--- config.mk ---
export PLATFORM = sky130hd
export DESIGN_NAME = ad9958_spi_responder
export DESIGN_NICKNAME = d
export VERILOG_FILES = /design/src/rtl/ad9958_spi_responder.sv
export SDC_FILE = /design/constraint.sdc
export NUM_CORES = 1
export LEC_CHECK = 0
export BUFFER_PORTS_ARGS = -buffer_cell sky130_fd_sc_hd__buf_2
export CAP_MARGIN = 0
export CORE_MARGIN = 8
export CORE_UTILIZATION = 35
export DETAILED_ROUTE_END_ITERATION = 12
export GPL_TIMING_DRIVEN = 0
export SLEW_MARGIN = 25
export SYNTH_ARGS = -nofsm -noshare
export SYNTH_HDL_FRONTEND = slang
export SYNTH_SLANG_ARGS = --single-unit
--- constraint.sdc ---
create_clock -name clock -period 5.9 [get_ports clock]
set_input_delay 0.59 -clock clock [delete_from_list [all_inputs] [get_ports clock]]
set_output_delay 0.59 -clock clock [all_outputs]
set_load 0.01 [all_outputs]
--- src/rtl/ad9958_spi_responder.sv ---
// rtl/ad9958_spi_responder.sv - AD9958 serial-port responder with double-buffered registers
module ad9958_spi_responder #(
    parameter logic [7:0] CSR_RESET = 8'hF0
) (
    input  logic        clock,
    input  logic        reset_n,
    input  logic        sclk,
    input  logic        cs_n,
    input  logic        master_reset,
    input  logic        io_update,
    input  logic [3:0]  sdio,
    output logic [7:0]  csr,
    output logic [23:0] fr1,
    output logic [23:0] cfr_ch0,
    output logic [23:0] cfr_ch1,
    output logic [31:0] ftw_ch0,
    output logic [31:0] ftw_ch1,
    output logic [9:0]  asf_ch0,
    output logic [9:0]  asf_ch1,
    output logic        asf_en_ch0,
    output logic        asf_en_ch1,
    output logic        write_strobe,
    output logic [4:0]  write_addr,
    output logic        update_pulse,
    output logic        frame_error
);

    localparam logic [4:0] A_CSR   = 5'h00;
    localparam logic [4:0] A_FR1   = 5'h01;
    localparam logic [4:0] A_CFR   = 5'h03;
    localparam logic [4:0] A_CFTW0 = 5'h04;
    localparam logic [4:0] A_ACR   = 5'h06;

    typedef enum logic [1:0] {S_IDLE, S_INSTR, S_DATA, S_SKIP} state_t;

    // Data length in bytes per register address; zero marks an unsupported address.
    function automatic logic [2:0] len_of(input logic [4:0] a);
        case (a)
            5'h00:   len_of = 3'd1;
            5'h01:   len_of = 3'd3;
            5'h02:   len_of = 3'd2;
            5'h03:   len_of = 3'd3;
            5'h04:   len_of = 3'd4;
            5'h05:   len_of = 3'd2;
            5'h06:   len_of = 3'd3;
            default: len_of = 3'd0;
        endcase
    endfunction

    logic [2:0] sclk_q, iou_q;
    logic [1:0] cs_q, mr_q;
    logic [3:0] sdio_q1, sdio_q2;
    logic       sclk_rise, iou_rise, cs_high, mr_sync;

    state_t      state;
    logic [31:0] shift_reg;
    logic [4:0]  bit_cnt;
    logic [4:0]  addr_q;
    logic        rd_q;
    logic [2:0]  len_q;

    logic [2:0]  step;
    logic [5:0]  width, bits_after;
    logic [31:0] shift_next, word;
    logic        word_done, commit_write;

    logic [23:0]       fr1_buf, fr1_n;
    logic [1:0][23:0]  cfr_buf, cfr_n;
    logic [1:0][31:0]  ftw_buf, ftw_n;
    logic [1:0][9:0]   asf_buf, asf_n;
    logic [1:0]        asf_en_buf, asf_en_n;

    // Two-flop synchronizers; the third sclk/io_update flop provides rising-edge detection.
    always_ff @(posedge clock or negedge reset_n) begin
        if (!reset_n) begin
            sclk_q  <= '0;
            iou_q   <= '0;
            cs_q    <= '1;
            mr_q    <= '0;
            sdio_q1 <= '0;
            sdio_q2 <= '0;
        end else begin
            sclk_q  <= {sclk_q[1:0], sclk};
            iou_q   <= {iou_q[1:0], io_update};
            cs_q    <= {cs_q[0], cs_n};
            mr_q    <= {mr_q[0], master_reset};
            sdio_q1 <= sdio;
            sdio_q2 <= sdio_q1;
        end
    end

    assign sclk_rise = sclk_q[1] & ~sclk_q[2];
    assign iou_rise  = iou_q[1] & ~iou_q[2];
    assign cs_high   = cs_q[1];
    assign mr_sync   = mr_q[1];

    // Shift datapath: bits per edge and order follow the live CSR; LSB-first words are realigned.
    always_comb begin
        case (csr[2:1])
            2'b11:   step = 3'd4;
            2'b10:   step = 3'd2;
            default: step = 3'd1;
        endcase
        width      = (state == S_DATA) ? {len_q, 3'b000} : 6'd8;
        bits_after = {1'b0, bit_cnt} + {3'b000, step};
        shift_next = shift_reg;
        if (csr[0]) begin
            case (step)
                3'd4:    shift_next = {sdio_q2, shift_reg[31:4]};
                3'd2:    shift_next = {sdio_q2[1:0], shift_reg[31:2]};
                default: shift_next = {sdio_q2[0], shift_reg[31:1]};
            endcase
            word = shift_next >> (6'd32 - width);
        end else begin
            case (step)
                3'd4:    shift_next = {shift_reg[27:0], sdio_q2};
                3'd2:    shift_next = {shift_reg[29:0], sdio_q2[1:0]};
                default: shift_next = {shift_reg[30:0], sdio_q2[0]};
            endcase
            word = shift_next;
        end
        word_done    = sclk_rise && (state == S_INSTR || state == S_DATA) && (bits_after == width);
        commit_write = word_done && (state == S_DATA) && !rd_q && !cs_high;
    end

    // Next buffer contents; io_update copies these so a same-cycle commit bypasses to the outputs.
    always_comb begin
        fr1_n    = fr1_buf;
        cfr_n    = cfr_buf;
        ftw_n    = ftw_buf;
        asf_n    = asf_buf;
        asf_en_n = asf_en_buf;
        if (commit_write) begin
            case (addr_q)
                A_FR1: fr1_n = word[23:0];
                A_CFR: begin
                    for (int ch = 0; ch < 2; ch++)
                        if (csr[6+ch]) cfr_n[ch] = word[23:0];
                end
                A_CFTW0: begin
                    for (int ch = 0; ch < 2; ch++)
                        if (csr[6+ch]) ftw_n[ch] = word;
                end
                A_ACR: begin
                    for (int ch = 0; ch < 2; ch++)
                        if (csr[6+ch]) begin
                            asf_n[ch]    = word[9:0];
                            asf_en_n[ch] = word[12];
                        end
                end
                default: ;
            endcase
        end
    end

    // Frame FSM, CSR, buffers, active registers and strobes; master_reset overrides everything.
    always_ff @(posedge clock or negedge reset_n) begin
        if (!reset_n) begin
            state        <= S_IDLE;
            shift_reg    <= '0;
            bit_cnt      <= '0;
            addr_q       <= '0;
            rd_q         <= 1'b0;
            len_q        <= '0;
            csr          <= CSR_RESET;
            fr1_buf      <= '0;
            cfr_buf      <= '0;
            ftw_buf      <= '0;
            asf_buf      <= '0;
            asf_en_buf   <= '0;
            fr1          <= '0;
            cfr_ch0      <= '0;
            cfr_ch1      <= '0;
            ftw_ch0      <= '0;
            ftw_ch1      <= '0;
            asf_ch0      <= '0;
            asf_ch1      <= '0;
            asf_en_ch0   <= 1'b0;
            asf_en_ch1   <= 1'b0;
            write_strobe <= 1'b0;
            write_addr   <= '0;
            update_pulse <= 1'b0;
            frame_error  <= 1'b0;
        end else if (mr_sync) begin
            state        <= S_IDLE;
            shift_reg    <= '0;
            bit_cnt      <= '0;
            addr_q       <= '0;
            rd_q         <= 1'b0;
            len_q        <= '0;
            csr          <= CSR_RESET;
            fr1_buf      <= '0;
            cfr_buf      <= '0;
            ftw_buf      <= '0;
            asf_buf      <= '0;
            asf_en_buf   <= '0;
            fr1          <= '0;
            cfr_ch0      <= '0;
            cfr_ch1      <= '0;
            ftw_ch0      <= '0;
            ftw_ch1      <= '0;
            asf_ch0      <= '0;
            asf_ch1      <= '0;
            asf_en_ch0   <= 1'b0;
            asf_en_ch1   <= 1'b0;
            write_strobe <= 1'b0;
            write_addr   <= '0;
            update_pulse <= 1'b0;
            frame_error  <= 1'b0;
        end else begin
            write_strobe <= 1'b0;
            update_pulse <= 1'b0;
            frame_error  <= 1'b0;
            fr1_buf      <= fr1_n;
            cfr_buf      <= cfr_n;
            ftw_buf      <= ftw_n;
            asf_buf      <= asf_n;
            asf_en_buf   <= asf_en_n;
            if (iou_rise) begin
                fr1          <= fr1_n;
                cfr_ch0      <= cfr_n[0];
                cfr_ch1      <= cfr_n[1];
                ftw_ch0      <= ftw_n[0];
                ftw_ch1      <= ftw_n[1];
                asf_ch0      <= asf_n[0];
                asf_ch1      <= asf_n[1];
                asf_en_ch0   <= asf_en_n[0];
                asf_en_ch1   <= asf_en_n[1];
                update_pulse <= 1'b1;
            end
            if (cs_high) begin
                if ((state == S_INSTR || state == S_DATA) && bit_cnt != 5'd0)
                    frame_error <= 1'b1;
                state     <= S_IDLE;
                bit_cnt   <= '0;
                shift_reg <= '0;
            end else begin
                case (state)
                    S_IDLE: begin
                        state     <= S_INSTR;
                        bit_cnt   <= '0;
                        shift_reg <= '0;
                    end
                    S_INSTR, S_DATA: begin
                        if (sclk_rise) begin
                            if (word_done) begin
                                bit_cnt   <= '0;
                                shift_reg <= '0;
                                if (state == S_INSTR) begin
                                    if (len_of(word[4:0]) == 3'd0) begin
                                        frame_error <= 1'b1;
                                        state       <= S_SKIP;
                                    end else begin
                                        addr_q      <= word[4:0];
                                        rd_q        <= word[7];
                                        len_q       <= len_of(word[4:0]);
                                        frame_error <= word[7];
                                        state       <= S_DATA;
                                    end
                                end else begin
                                    state <= S_INSTR;
                                    if (!rd_q) begin
                                        write_strobe <= 1'b1;
                                        write_addr   <= addr_q;
                                        if (addr_q == A_CSR) csr <= word[7:0];
                                    end
                                end
                            end else begin
                                bit_cnt   <= bits_after[4:0];
                                shift_reg <= shift_next;
                            end
                        end
                    end
                    default: ;
                endcase
            end
        end
    end

endmodule

Word-level counts from Yosys, hierarchy flattened. Cells that the tools add are included.

Logic and storage cells: 218. Bits of input ports: 10. Bits in registers: 398.

Add/sub/neg operators: 2. Eq/ne operators: 23. Shifts and indexed selects: 1. Reduce and logical (&&, ||, !) cells: 29. Multiplexer cells: 125. Bitwise operators: 4.

Operators with widths (count): 32-bit two-way mux (13); 24-bit two-way mux (11); 64-bit two-way mux (3); 32-bit case mux with 2 select lines (3); 48-bit two-way mux (3); 5-bit two-way mux (18); 8-bit two-way mux (8); 10-bit two-way mux (6); 20-bit two-way mux (3); 3-bit two-way mux (13); 32-bit by 6-bit >> shifter with 32-bit output (1); 1-bit two-way mux (31); 5-bit by 3-bit == test with 1-bit output, second input constant (5); 2-bit two-way mux (8); 5-bit by 2-bit == test with 1-bit output, second input constant (3); 3-bit case mux with 4 select lines (1); 6-bit AND reduction (2); 2-bit nonzero test (6); 5-bit by 1-bit == test with 1-bit output, second input constant (2); 5-bit logical NOT (2); 5-bit case mux with 2 select lines (1); 4-bit != test, second input constant (2); 7-bit AND reduction (1); 5-bit by 3-bit adder with 6-bit output (1); 24 further kinds (37).

Longest topological paths before layout. Gate-level depths: netlist (run 1).

Depth in word-level cells: 24. Depth in mapped cells: 19. Gate-level depth less buffers: 12.

Worst setup path before layout (run 1). Ideal clock, no wire load.

Kind: register to register. Start: register csr[2]. End: register len_q[2]. Setup time: 0.119 ns. Data arrival time: 4.374 ns. Stages on the path, launching flop included: 17. Required time: 5.781 ns. Path slack: 1.407 ns. Cell sequence: dfrtp_1 > buf_2 > buf_4 > buf_4 > buf_2 > buf_2 > buf_1 > inv_1 > ha_1 > fa_1 > or3_2 > or4_4 > buf_12 > or3_1 > buf_6 > o31a_1 > o21ba_1.

Cells in the longest elaborated chain, start to end: 19. Elaborated cells between the ends (all ways): 40. Those cells by class: add/sub: 1; eq/ne: 12; shift: 1; mux: 19; reduce/logical: 7.

RTL lines: start: declaration (RTL line 12) `output logic [7:0] csr,`; start signal: assignment (RTL line 265) `if (addr_q == A_CSR) csr <= word[7:0];`; 2-bit == test (RTL line 99) `case (csr[2:1])`; 3-bit case mux with 2 select lines * (RTL line 99); 3-bit by 2-bit == test with 1-bit output / 3-bit == test (equally long branches) (RTL line 108, 115); 32-bit case mux with 2 select lines (RTL line 108) `case (step)`; 32-bit two-way mux (RTL line 107) `if (csr[0]) begin`; 32-bit by 6-bit >> shifter with 32-bit output (RTL line 113) `word = shift_next >> (6'd32 - width);`; 32-bit two-way mux (RTL line 107); 5-bit by 3-bit == test with 1-bit output, or another cell as far along (RTL line 38) `case (a)`; [... 3 more ...]; 3-bit two-way mux (RTL line 246) `if (word_done) begin`; 3-bit two-way mux (RTL line 245) `if (sclk_rise) begin`; 3-bit two-way mux (RTL line 238) `case (state)`; 3-bit two-way mux (RTL line 231) `if (cs_high) begin`; 3-bit two-way mux (RTL line 184) `end else if (mr_sync) begin`; 3-bit logical NOT (RTL line 250) `if (len_of(word[4:0]) == 3'd0) begin`; 2-bit != test (no line); 6-bit AND reduction (no line); end signal: assignment (RTL line 256) `len_q <= len_of(word[4:0]);`; end: declaration (RTL line 60) `logic [2:0] len_q;`.

Every way passes the cells marked *; elsewhere a longest branch is shown, timed or not. The select of a mux whose other input is x is not followed. A chain may end at the register's enable or synchronous reset.

Worst setup path in the final report (run 1).
Start: register csr[2]. End: register cfr_ch0[8].

Cells in the longest elaborated chain, start to end: 12. Elaborated cells between the ends (all ways): 21. Those cells by class: add/sub: 1; eq/ne: 5; shift: 1; mux: 10; reduce/logical: 4.

RTL lines: 2-bit == test (RTL line 99); 3-bit case mux with 2 select lines * (RTL line 99); 3-bit by 2-bit == test with 1-bit output / 3-bit == test (equally long branches) (RTL line 108, 115); 32-bit case mux with 2 select lines (RTL line 108); 32-bit two-way mux (RTL line 107); 32-bit by 6-bit >> shifter with 32-bit output (RTL line 113); 32-bit two-way mux (RTL line 107); 24-bit two-way mux (RTL line 138) `if (csr[6+ch]) cfr_n[ch] = word[23:0];`; 48-bit two-way mux (RTL line 134) `case (addr_q)`; 48-bit two-way mux * (RTL line 133) `if (commit_write) begin`; 24-bit two-way mux * (RTL line 219) `if (iou_rise) begin`; 24-bit two-way mux * (RTL line 184); end signal: assignment (RTL line 221) `cfr_ch0 <= cfr_n[0];`; end: declaration (RTL line 14) `output logic [23:0] cfr_ch0,`.

Marks and branches as above.

==> results of run 1 <==
==> synth_stat cells, drive strengths merged (4+ instances only) <==
cell,number
a31oi,19
a21oi,56
nor4b,6
o21bai,8
nand3,6
mux2i,193
nor4,4
o221ai,4
o31ai,7
nand4,6
clkbuf,77
a311oi,19
nor3b,5
buf,41
nand2,229
ha,8
nor2b,6
nand2b,31
a21boi,15
o21ai,204
dfrtp,392
dfstp,6
a211o,9
and3,6
nor3,8
nor2,212
inv,8
a211oi,7
a21o,12
==> final cells by class <==
type | count | area (um^2) | area share
buffer | 118 | 639 | 0.0305
clock buffer | 58 | 1180 | 0.0564
clock inverter | 19 | 332 | 0.0158
inverter | 8 | 35.0 | 0.00167
multi-input combinational | 1126 | 6830 | 0.326
sequential | 398 | 9970 | 0.475
tap | 672 | 841 | 0.0401
timing repair buffer | 195 | 1150 | 0.0549
==> report_power, final <==
part	leakage [nW]	switching, W	internal [W]
clock network	0.725	0.00115	0.00176
registers	5.50	0.00000632	0.00274
logic	3.12	0.000156	0.0000330
==> logic make-up after synthesis <==
logic type / Yosys count / share of synthesized area
and+or+nand+nor: 536 / 0.138
DFF: 398 / 0.571
AOI/OAI and AO/OA: 384 / 0.132
muxes: 193 / 0.111
buffers and inverters: 126 / 0.0386
adders and majority gates: 9 / 0.00688
xor gates and xnor gates: 4 / 0.00308
==> per-layer routing <==
metal / routed length, um / part of all wire
met5: 0 / 0
met4: 1550 / 0.026
met3: 3160 / 0.054
met2: 28300 / 0.48
met1: 26000 / 0.44
==> final timing paths <==
| path | endpoint | startpoint | depth (start not counted) | slack (ns) |
|---|---|---|---|---|
| min reg2reg | sclk_q[1]$_DFF_PN0_ | sclk_q[0]$_DFF_PN0_ | 0 | 0.35 |
| min | iou_q[0]$_DFF_PN0_ | io_update | 1 | 0.12 |
| min in group asynchronous | sclk_q[2]$_DFF_PN0_ | reset_n | 2 | 0.50 |
| max in group asynchronous | cfr_ch0[14]$_DFFE_PN0P_ | reset_n | 6 | 3.68 |
| max reg2reg | cfr_ch0[8]$_DFFE_PN0P_ | csr[2]$_DFFE_PN0P_ | 17 | 0.15 |
| max | cfr_ch0[8]$_DFFE_PN0P_ | csr[2]$_DFFE_PN0P_ | 17 | 0.15 |
==> worst max-delay path: cells and delay by family (launching register included) <==
family / cells / cell delay (ns)
mux: 1 / 0.33
compound gates: 1 / 0.12
buf+inv: 10 / 2.55
flops: 1 / 0.36
simple gates: 3 / 1.49
fa+ha+maj: 2 / 0.74
==> metrics by stage <==
step	TNS [ns]	instances	hold WS (ns)	instance area, um^2	util
after floorplan	0	1650	0.294	17400	-
after global placement	-1406.18	2505	0.333	19200	0.387
after detailed placement	-0.309	2513	0.337	19400	0.391
after CTS	0	2592	0.0908	21000	0.422
after global routing	0	2594	0.115	21000	0.422
final	0	2594	0.119	21000	0.422
==> cell usage in the layout (no fill, tap or decap), types with 19 or more instances in the layout <==
master     Yosys  routed
dfrtp_1      392     392
nand2_1      229     229
nor2_1       212     212
buf_2         11     193
mux2i_1      193     193
o21ai_1      127     134
clkbuf_1      77      87
o21ai_0       77      68
a21oi_1       55      55
clkbuf_16      0      43
nand2b_1      30      30
a31oi_1       19      19
==> what timing repair did <==
item                                    in CTS  in global routing
pin swaps                                    2                  1
endpoints found under the setup margin      22                 60
hold buffers                                 1                  0
hold endpoints to repair                    36                  0
buffers inserted                             1                  2
==> out/results.tsv, run 1 <==
stage	metric	value	unit
timing	Max Transition Viols Final	0	
critical_path	WP data required	6.34	ns
global_routing	GRT met3 Usage	0.0350	
route	Starting DRT DRC Count	1118	
timing	Max Clock Freq	174	MHz
global_routing	first-pass GRT wire length	90.1	mm
layout	Syn-to-layout area delta	20.2	%
global_routing	grt ovf	0	
flow_run	max-cap violation count	0	
power	leakage power	9.35	nW
place	DP Worst Slack	-0.160	ns
layout	# diodes	0	
synthesis	Unique masters post-synth	73	
timing	Final min period	5.75	ns
synthesis	#FFs+latches synth	398	
die	Initial Utilization	0.351	
synthesis	Post-synth EDFFs	0	
die	die height	239	um
clock_tree	Clk Latency, worst-skew pair	0.58	ns
status	outcome	finished, final reports clean	
critical_path	most used cell along the critical path	buf_2	
synthesis	Synth Flop Type	dfrtp_1	
timing	RSZ-0062 raised after global routing	false	
global_routing	antenna violations before repair	0	
clock_tree	Clock Pin Slew Worst Setup and Hold Paths	0.07	ns
synthesis	Yosys top cell by area	dfrtp_1	
die	chip width	239	um
die	Core Region	49700	um^2
synthesis	fraction of registers with async set or reset after synthesis	1.00	
place	I/O Buffers	183	
critical_path	worst-path maximum fanout	10	
synthesis	syn nets	1669	
clock_tree	CTS resizes	0	
place	RePlAce Congestion	0.924	
power	Cell Pwr Density	279	nW/um^2
layout	number of flip-flops in the largest register	64	
critical_path	crit-path max cell delay	0.61	ns
timing	Final Setup Violations	0	
global_routing	gr busiest metal	met2	
timing	skew final	0.0233	ns
global_routing	total track usage	0.205	
clock_tree	H-tree Lvls	2	
route	final WL	59.0	mm
die	Top Ports	184	
die	full die area	57300	um^2
layout	FILL cells	4875	
global_routing	largest net degree at the start of global routing	91	
route	via count	13708	
global_routing	global-route met1 utilization	0.274	
layout	layout cell share with drive strength beyond 1	0.172	
synthesis	top cell type's share of synthesized area	0.562	
layout	most flop-heavy register	ftw_buf	
synthesis	synth warn	0	
timing	slew margin rel.	0.233	
timing	Setup WS post-layout	0.153	ns
timing	period utilisation layout	0.974	
layout	largest registers	ftw_buf (64), cfr_buf (48)	
timing	Least-Margin Pin Slew	1.14	ns
hold_path	Hold Path Class	in -> reg	
route	post-route ant nets	0	
layout	Final nets	1909	
synthesis	Syn Std Cell Area	17400	um^2
global_routing	vias in the first global route	14371	
critical_path	Critical Path AT	6.19	ns
critical_path	slowest CP cell	or4_4	
power	Peak VDD IR	0.000217	V
synthesis	largest cells by area after synthesis	dfrtp_1 56%, mux2i_1 11%, nand2_1 4.9%, nor2_1 4.6%, o21ai_1 3.6%	
clock_tree	Root Buffer Master	clkbuf_16	
critical_path	crit path kind	reg -> reg	
power	Power Total	0.00585	W
critical_path	startpoint types	flop	
synthesis	Cells after Synth	1650	
route	drt drc	0	
clock_tree	clk sink count	398	
place	Post-DP HPWL	42.6	mm
route	DR WL/cell	22.7	um
die	Site Rows	82	
clock_tree	clock tree buffer depth	3	
clock_tree	CTS tree	built	
timing	Final Hold Viols	0	
critical_path	crit-path cells	buf_2 > buf_4 > buf_4 > buf_2 > buf_2 > buf_1 > inv_1 > ha_1 > fa_1 > or3_2 > or4_4 > buf_12 > nor4b_4 > buf_6 > buf_12 > mux2i_1 > o21ai_1	
critical_path	crit end category	flop	
route	vias per cell	5.28	
global_routing	met2 Usage GRT	0.338	
clock_tree	TritonCTS Buffers	43	
synthesis	syn avg cell area	10.6	um^2
route	first-pass iteration count of the detailed router	5	
synthesis	Seq/Total Area, Yosys	0.571	
Power figures use the tool's default switching activity.
==> run 2, diff against run 1 <==
--- a/config.mk
+++ b/config.mk
@@ -6,4 +6,5 @@
 export NUM_CORES = 1
 export LEC_CHECK = 0
+export ABC_AREA = 1
 export BUFFER_PORTS_ARGS = -buffer_cell sky130_fd_sc_hd__buf_2
 export CAP_MARGIN = 0
==> constraint.sdc (replaced) <==
create_clock -name clock -period 5.9 [get_ports clock]
set_input_delay 0.59 -clock clock [delete_from_list [all_inputs] [get_ports clock]]
set_output_delay 0.59 -clock clock [all_outputs]
set_load 0.02 [all_outputs]
==> run 2 against run 1 <==
  * Critical path depth shrank 1
  * Clock skew grew 0.012 ns
  * Combinational power grew to 5.3 times the previous value
  * Global-route usage grew 2.4 points
  * Power grew 15%
  * Worst setup slack gained 1.1 ns
  * Hold slack lost 0.0077 ns
  * Critical endpoint is now cfr_ch1[8]$_DFFE_PN0P_
==> out/results.tsv, run 2 <==
stage	metric	value	unit
synthesis	fraction of registers with async set or reset after synthesis	1.00	
timing	RSZ-0062 raised after global routing	false	
layout	commonest cells after routing, fill and taps aside	707 x nand2_1, 392 x dfrtp_1, 270 x nand3_1, 256 x inv_1, 203 x buf_2	
timing	Least-Margin Pin Slew	0.962	ns
flow_run	max-cap violation count	0	
global_routing	met2 Usage GRT	0.365	
route	first-pass iteration count of the detailed router	5	
place	Post-DP HPWL	53.4	mm
layout	Final nets	2658	
die	full die area	62800	um^2
timing	slew margin rel.	0.359	
global_routing	total track usage	0.230	
synthesis	synth warn	0	
clock_tree	TritonCTS Buffers	45	
place	DP Worst Slack	1.36	ns
die	chip width	251	um
power	Cell Pwr Density	294	nW/um^2
synthesis	top-count cell post-synth	nand2_1	
global_routing	GRT met3 Usage	0.0562	
status	outcome	finished, final reports clean	
layout	Syn-to-layout area delta	18.2	%
layout	most flop-heavy register	ftw_buf	
place	RePlAce Congestion	0.987	
synthesis	top cell type's share of synthesized area	0.509	
global_routing	first-pass GRT wire length	112	mm
route	via count	18082	
power	Power Total	0.00670	W
clock_tree	clk sink count	398	
synthesis	Cells after Synth	2403	
route	DR WL/cell	21.9	um
die	die height	251	um
route	drt drc	0	
timing	Final Setup Violations	0	
synthesis	Post-synth EDFFs	0	
layout	number of flip-flops in the largest register	64	
power	leakage power	12.7	nW
route	post-route ant nets	0	
global_routing	gr busiest metal	met2	
die	Core Region	54800	um^2
timing	Final min period	4.67	ns
clock_tree	H-tree Lvls	2	
hold_path	Hold Path Class	in -> reg	
global_routing	global-route met1 utilization	0.304	
synthesis	Commonest cells post-synth	707 x nand2_1, 392 x dfrtp_1, 270 x nand3_1	
clock_tree	Root Buffer Master	clkbuf_16	
timing	skew final	0.0357	ns
global_routing	largest net degree at the start of global routing	90	
global_routing	vias in the first global route	18024	
critical_path	crit path kind	reg -> reg	
critical_path	Critical Path AT	5.15	ns
die	Initial Utilization	0.352	
clock_tree	CTS tree	built	
synthesis	syn avg cell area	8.02	um^2
synthesis	#FFs+latches synth	398	
clock_tree	Clk Latency, worst-skew pair	0.61	ns
synthesis	Yosys top cell by area	dfrtp_1	
critical_path	crit end category	flop	
timing	period utilisation layout	0.792	
clock_tree	CTS resizes	0	
clock_tree	Clock Pin Slew Worst Setup and Hold Paths	0.06	ns
synthesis	Synth Flop Type	dfrtp_1	
place	I/O Buffers	183	
timing	TNS Setup	0	ns
route	Starting DRT DRC Count	1749	
layout	largest registers	ftw_buf (64), cfr_buf (48)	
die	Site Rows	86	
power	Peak VDD IR	0.000201	V
critical_path	startpoint types	flop	
synthesis	largest cells by area after synthesis	dfrtp_1 51%, nand2_1 14%, nand3_1 7.0%, and3_1 5.1%, inv_1 5.0%	
timing	Max Transition Viols Final	0	
synthesis	syn nets	2422	
timing	Final Hold Viols	0	
layout	layout cell share with drive strength beyond 1	0.124	
clock_tree	postcts setup bufs	0	
critical_path	WP data required	6.38	ns
clock_tree	clock tree buffer depth	3	
layout	most common cell after layout, fill and taps aside	nand2_1	
global_routing	grt ovf	0	
synthesis	Unique masters post-synth	42	
critical_path	worst-path maximum fanout	10	
die	Top Ports	184	
route	vias per cell	5.35	
global_routing	antenna violations before repair	1	
synthesis	Seq/Total Area, Yosys	0.517	
route	final WL	73.9	mm
timing	Max Clock Freq	214	MHz
synthesis	Syn Std Cell Area	19300	um^2
timing	Setup WS post-layout	1.23	ns
==> run 2: cell count changes in the layout (fill, tap and decap cells not counted), moves of 19 or more <==
cell	delta
inv_1	+249
buf_1	+22
mux2i_1	-193
a21oi_1	+23
nand2_1	+478
a31oi_1	-19
nand2b_1	-30
nand3_1	+264
o22ai_1	+25
nor2_1	-166
and3_1	+152
o21ai_1	-131
nand4_1	+141
==> run 2: cells by family (layout without fill, tap and decap cells) <==
kind of cell,Yosys count,after routing,synth area share
AO/OA/AOI/OAI,207,207,0.0586
adder cells (fa/ha/maj),9,9,0.00624
other,0,1,0
flip-flops,398,398,0.517
XOR/XNOR,2,2,0.000909
AND/OR/NAND/NOR,1359,1359,0.329
buffers and inverters,428,699,0.0883
==> run 2: worst max-delay path: stages (launching register included) <==
cell and delay, ns:
dfrtp_1 0.43, inv_1 0.08, ha_1 0.22, nand2_1 0.23
inv_1 0.31, buf_2 0.33, buf_2 0.30, ha_1 0.39
clkinv_1 0.24, clkbuf_1 0.43, o211ai_1 0.17, nand3_1 0.11
nand2_1 0.10, nand2_1 0.74, nand3_1 0.25, nand4_1 0.17
nand2_1 0.06
==> run 2: final timing paths <==
check | from | endpoint | slack, ns | cells past startpoint
max in group asynchronous | reset_n | cfr_buf[30]$_DFF_PN0_ | 3.73 | 5
min | cs_n | cs_q[0]$_DFF_PN1_ | 0.11 | 1
max reg2reg | state[0]$_DFFE_PN0P_ | cfr_ch1[8]$_DFFE_PN0P_ | 1.23 | 16
min reg2reg | sdio_q1[2]$_DFF_PN0_ | sdio_q2[2]$_DFF_PN0_ | 0.35 | 0
min in group asynchronous | reset_n | asf_ch1[3]$_DFFE_PN0P_ | 0.51 | 2
max | state[0]$_DFFE_PN0P_ | cfr_ch1[8]$_DFFE_PN0P_ | 1.23 | 16
==> run 2: report_power, final <==
group	switching [W]	internal, W
Sequential	0.0000212	0.00275
Combinational	0.000812	0.000188
Clock	0.00123	0.00170
Total	0.00207	0.00464
==> run 2: per-stage QoR <==
step | std cells | cell area [um^2] | hold slack (ns) | utilization
final | 3379 | 22800 | 0.112 | 0.416
after CTS | 3378 | 22800 | 0.0811 | 0.416
after global placement | 3290 | 21100 | 0.333 | 0.385
after global routing | 3378 | 22800 | 0.0902 | 0.416
after detailed placement | 3295 | 21200 | 0.336 | 0.387
after floorplan | 2403 | 19300 | 0.294 | -
==> run 2: repair_timing <==
action | in CTS | in global routing
hold buffers | 1 | 0
hold endpoints to repair | 44 | 0
endpoints found under the setup margin | 0 | 0
==> run 2: per-layer routing <==
metal,part of all wire,wire [um]
met5,0,0
met4,0.035,2550
met3,0.085,6260
met2,0.45,33600
met1,0.43,31500
==> run 2: final cells by class <==
class,count,area (um^2)
sequential,398,9970
tap,704,881
antenna,1,2.50
inverter,268,1010
clock buffer,62,1300
fill,5527,32000
buffer,160,694
clock inverter,20,246
multi-input combinational,1577,7600
timing repair buffer,189,1070
==> run 3, diff against run 2 <==
Clock period 5.9 ns to 4.2 ns, I/O delays scaled along.
==> run 3 against run 2 <==
  * Die area unchanged
  * Via count up 0.59%
  * Worst setup slack worse by 1.0 ns
  * Largest power group unchanged
==> out/results.tsv, run 3 (synthesis gave the netlist of run 2 again) <==
stage	metric	value	unit
layout	Syn-to-layout area delta	19.0	%
global_routing	antenna violations before repair	1	
power	leakage power	12.8	nW
timing	slew margin rel.	0.371	
critical_path	worst-path maximum fanout	10	
clock_tree	CTS tree	built	
layout	largest registers	ftw_buf (64), cfr_buf (48)	
timing	Max Clock Freq	250	MHz
clock_tree	Clk Latency, worst-skew pair	0.60	ns
route	via count	18188	
route	first-pass iteration count of the detailed router	6	
clock_tree	TritonCTS Buffers	45	
critical_path	worst r2r src	csr[2]$_DFFE_PN0P_	
die	die height	251	um
power	Cell Pwr Density	411	nW/um^2
die	full die area	62800	um^2
flow_run	max-cap violation count	0	
layout	Final nets	2670	
power	Power Total	0.00943	W
critical_path	CP bufs+invs	6	
place	Post-DP HPWL	53.4	mm
layout	number of flip-flops in the largest register	64	
die	chip width	251	um
timing	skew final	0.0338	ns
timing	Max Transition Viols Final	0	
place	RePlAce Congestion	0.987	
timing	period utilisation layout	0.952	
timing	RSZ-0062 raised after global routing	false	
die	Site Rows	86	
place	I/O Buffers	183	
timing	Final Hold Viols	0	
layout	commonest cells after routing, fill and taps aside	699 x nand2_1, 391 x dfrtp_1, 270 x nand3_1, 255 x inv_1, 201 x buf_2	
critical_path	crit end category	flop	
route	Starting DRT DRC Count	1810	
global_routing	first-pass GRT wire length	112	mm
critical_path	cell count along the critical path	16	
route	final WL	74.0	mm
route	vias per cell	5.37	
critical_path	FF-to-FF path depth	16	
critical_path	CP Capture Point	shift_reg[18]$_DFFE_PN0P_	
clock_tree	clk sink count	398	
timing	TNS Setup	0	ns
die	Initial Utilization	0.352	
critical_path	startpoint types	flop	
clock_tree	Clock Pin Slew Worst Setup and Hold Paths	0.06	ns
global_routing	largest net degree at the start of global routing	90	
timing	Least-Margin Pin Slew	0.944	ns
status	outcome	finished, final reports clean	
critical_path	crit path kind	reg -> reg	
layout	most common cell after layout, fill and taps aside	nand2_1	
critical_path	R2R Setup Slk	0.20	ns
critical_path	slowest CP cell	clkbuf_1	
critical_path	WP data required	4.62	ns
global_routing	vias in the first global route	18050	
route	drt drc	0	
timing	Final Setup Violations	0	
clock_tree	H-tree Lvls	2	
critical_path	Critical Path AT	4.42	ns
clock_tree	clock tree buffer depth	3	
layout	most flop-heavy register	ftw_buf	
route	DR WL/cell	21.8	um
critical_path	crit-path max cell delay	0.73	ns
clock_tree	Root Buffer Master	clkbuf_16	
layout	# diodes	0	
hold_path	Hold Path Class	in -> async	
critical_path	crit-path cells	inv_1 > buf_4 > buf_4 > ha_1 > fa_1 > inv_1 > nand3_1 > nor3_1 > nand2_1 > inv_2 > nand3_2 > nor2_8 > nor3_4 > nand2_1 > clkbuf_1 > o22ai_1	
critical_path	RR Endpoint	shift_reg[18]$_DFFE_PN0P_	
place	DP Area	21200	um^2
critical_path	CP top delay family	buffers and inverters	
layout	Core Util, Final	0.419	
global_routing	grt ovf	0	
die	Top Ports	184	
route	post-route ant nets	0	
global_routing	total track usage	0.230	
critical_path	crit path launch	csr[2]$_DFFE_PN0P_	
power	Peak VDD IR	0.000281	V
layout	post-route cell area	22900	um^2
die	Core Region	54800	um^2
timing	Final min period	4.00	ns
layout	layout cell share with drive strength beyond 1	0.132	
run 3: what timing repair did:
action	CTS	global route
pin swaps	0	1
setup endpoints to repair	80	262
hold buffers	9	0
hold endpoints to repair	52	0
setup buffers	0	4
gates resized for setup	7	24
run 3: area by class of cell:
type	count	area [um^2]
multi-input combinational	1577	7630
fill	5516	31800
inverter	268	1010
timing repair buffer	201	1180
clock inverter	20	246
sequential	398	9970
clock buffer	62	1300
buffer	160	708
tap	704	881
run 3: how the worst min path moves through the flow:
stage / from / slack, ns / cells past startpoint / endpoint
finish: reset_n / 0.34 / 2 / asf_ch1[3]$_DFFE_PN0P_
global route: sdio_q1[2]$_DFF_PN0_ / 0.36 / 0 / sdio_q2[2]$_DFF_PN0_
CTS: reset_n / 0.33 / 2 / asf_buf[16]$_DFF_PN0_
detailed placement: sdio_q1[1]$_DFF_PN0_ / 0.34 / 0 / sdio_q2[1]$_DFF_PN0_
global placement: sclk_q[0]$_DFF_PN0_ / 0.33 / 0 / sclk_q[1]$_DFF_PN0_
floorplan: reset_n / 0.12 / 0 / addr_q[0]$_DFFE_PN0P_
run 3: layer usage:
| metal | vias up | routed length, um | GRT usage |
|---|---|---|---|
| met2 | 781 | 33500 | 0.366 |
| met3 | 151 | 6740 | 0.0562 |
| met1 | 8861 | 31200 | 0.304 |
| met4 | 0 | 2510 | 0.0773 |
| met5 | - | 0 | 0 |
| li1 | 8395 | - | - |
run 3: through the flow:
stage	instances	hold slack [ns]	worst slack [ns]
final	3390	0.345	0.201
after global routing	3390	0.355	0.00703
after CTS	3386	0.333	0.0114
after detailed placement	3295	0.336	-0.341
after global placement	3290	0.333	-5.25
after floorplan	2403	0.124	1.08
run 3: power by group:
part,switching (W),internal [W]
combinational,0.00115,0.000279
clock,0.00172,0.00238
sequential,0.0000299,0.00387
total,0.00290,0.00653
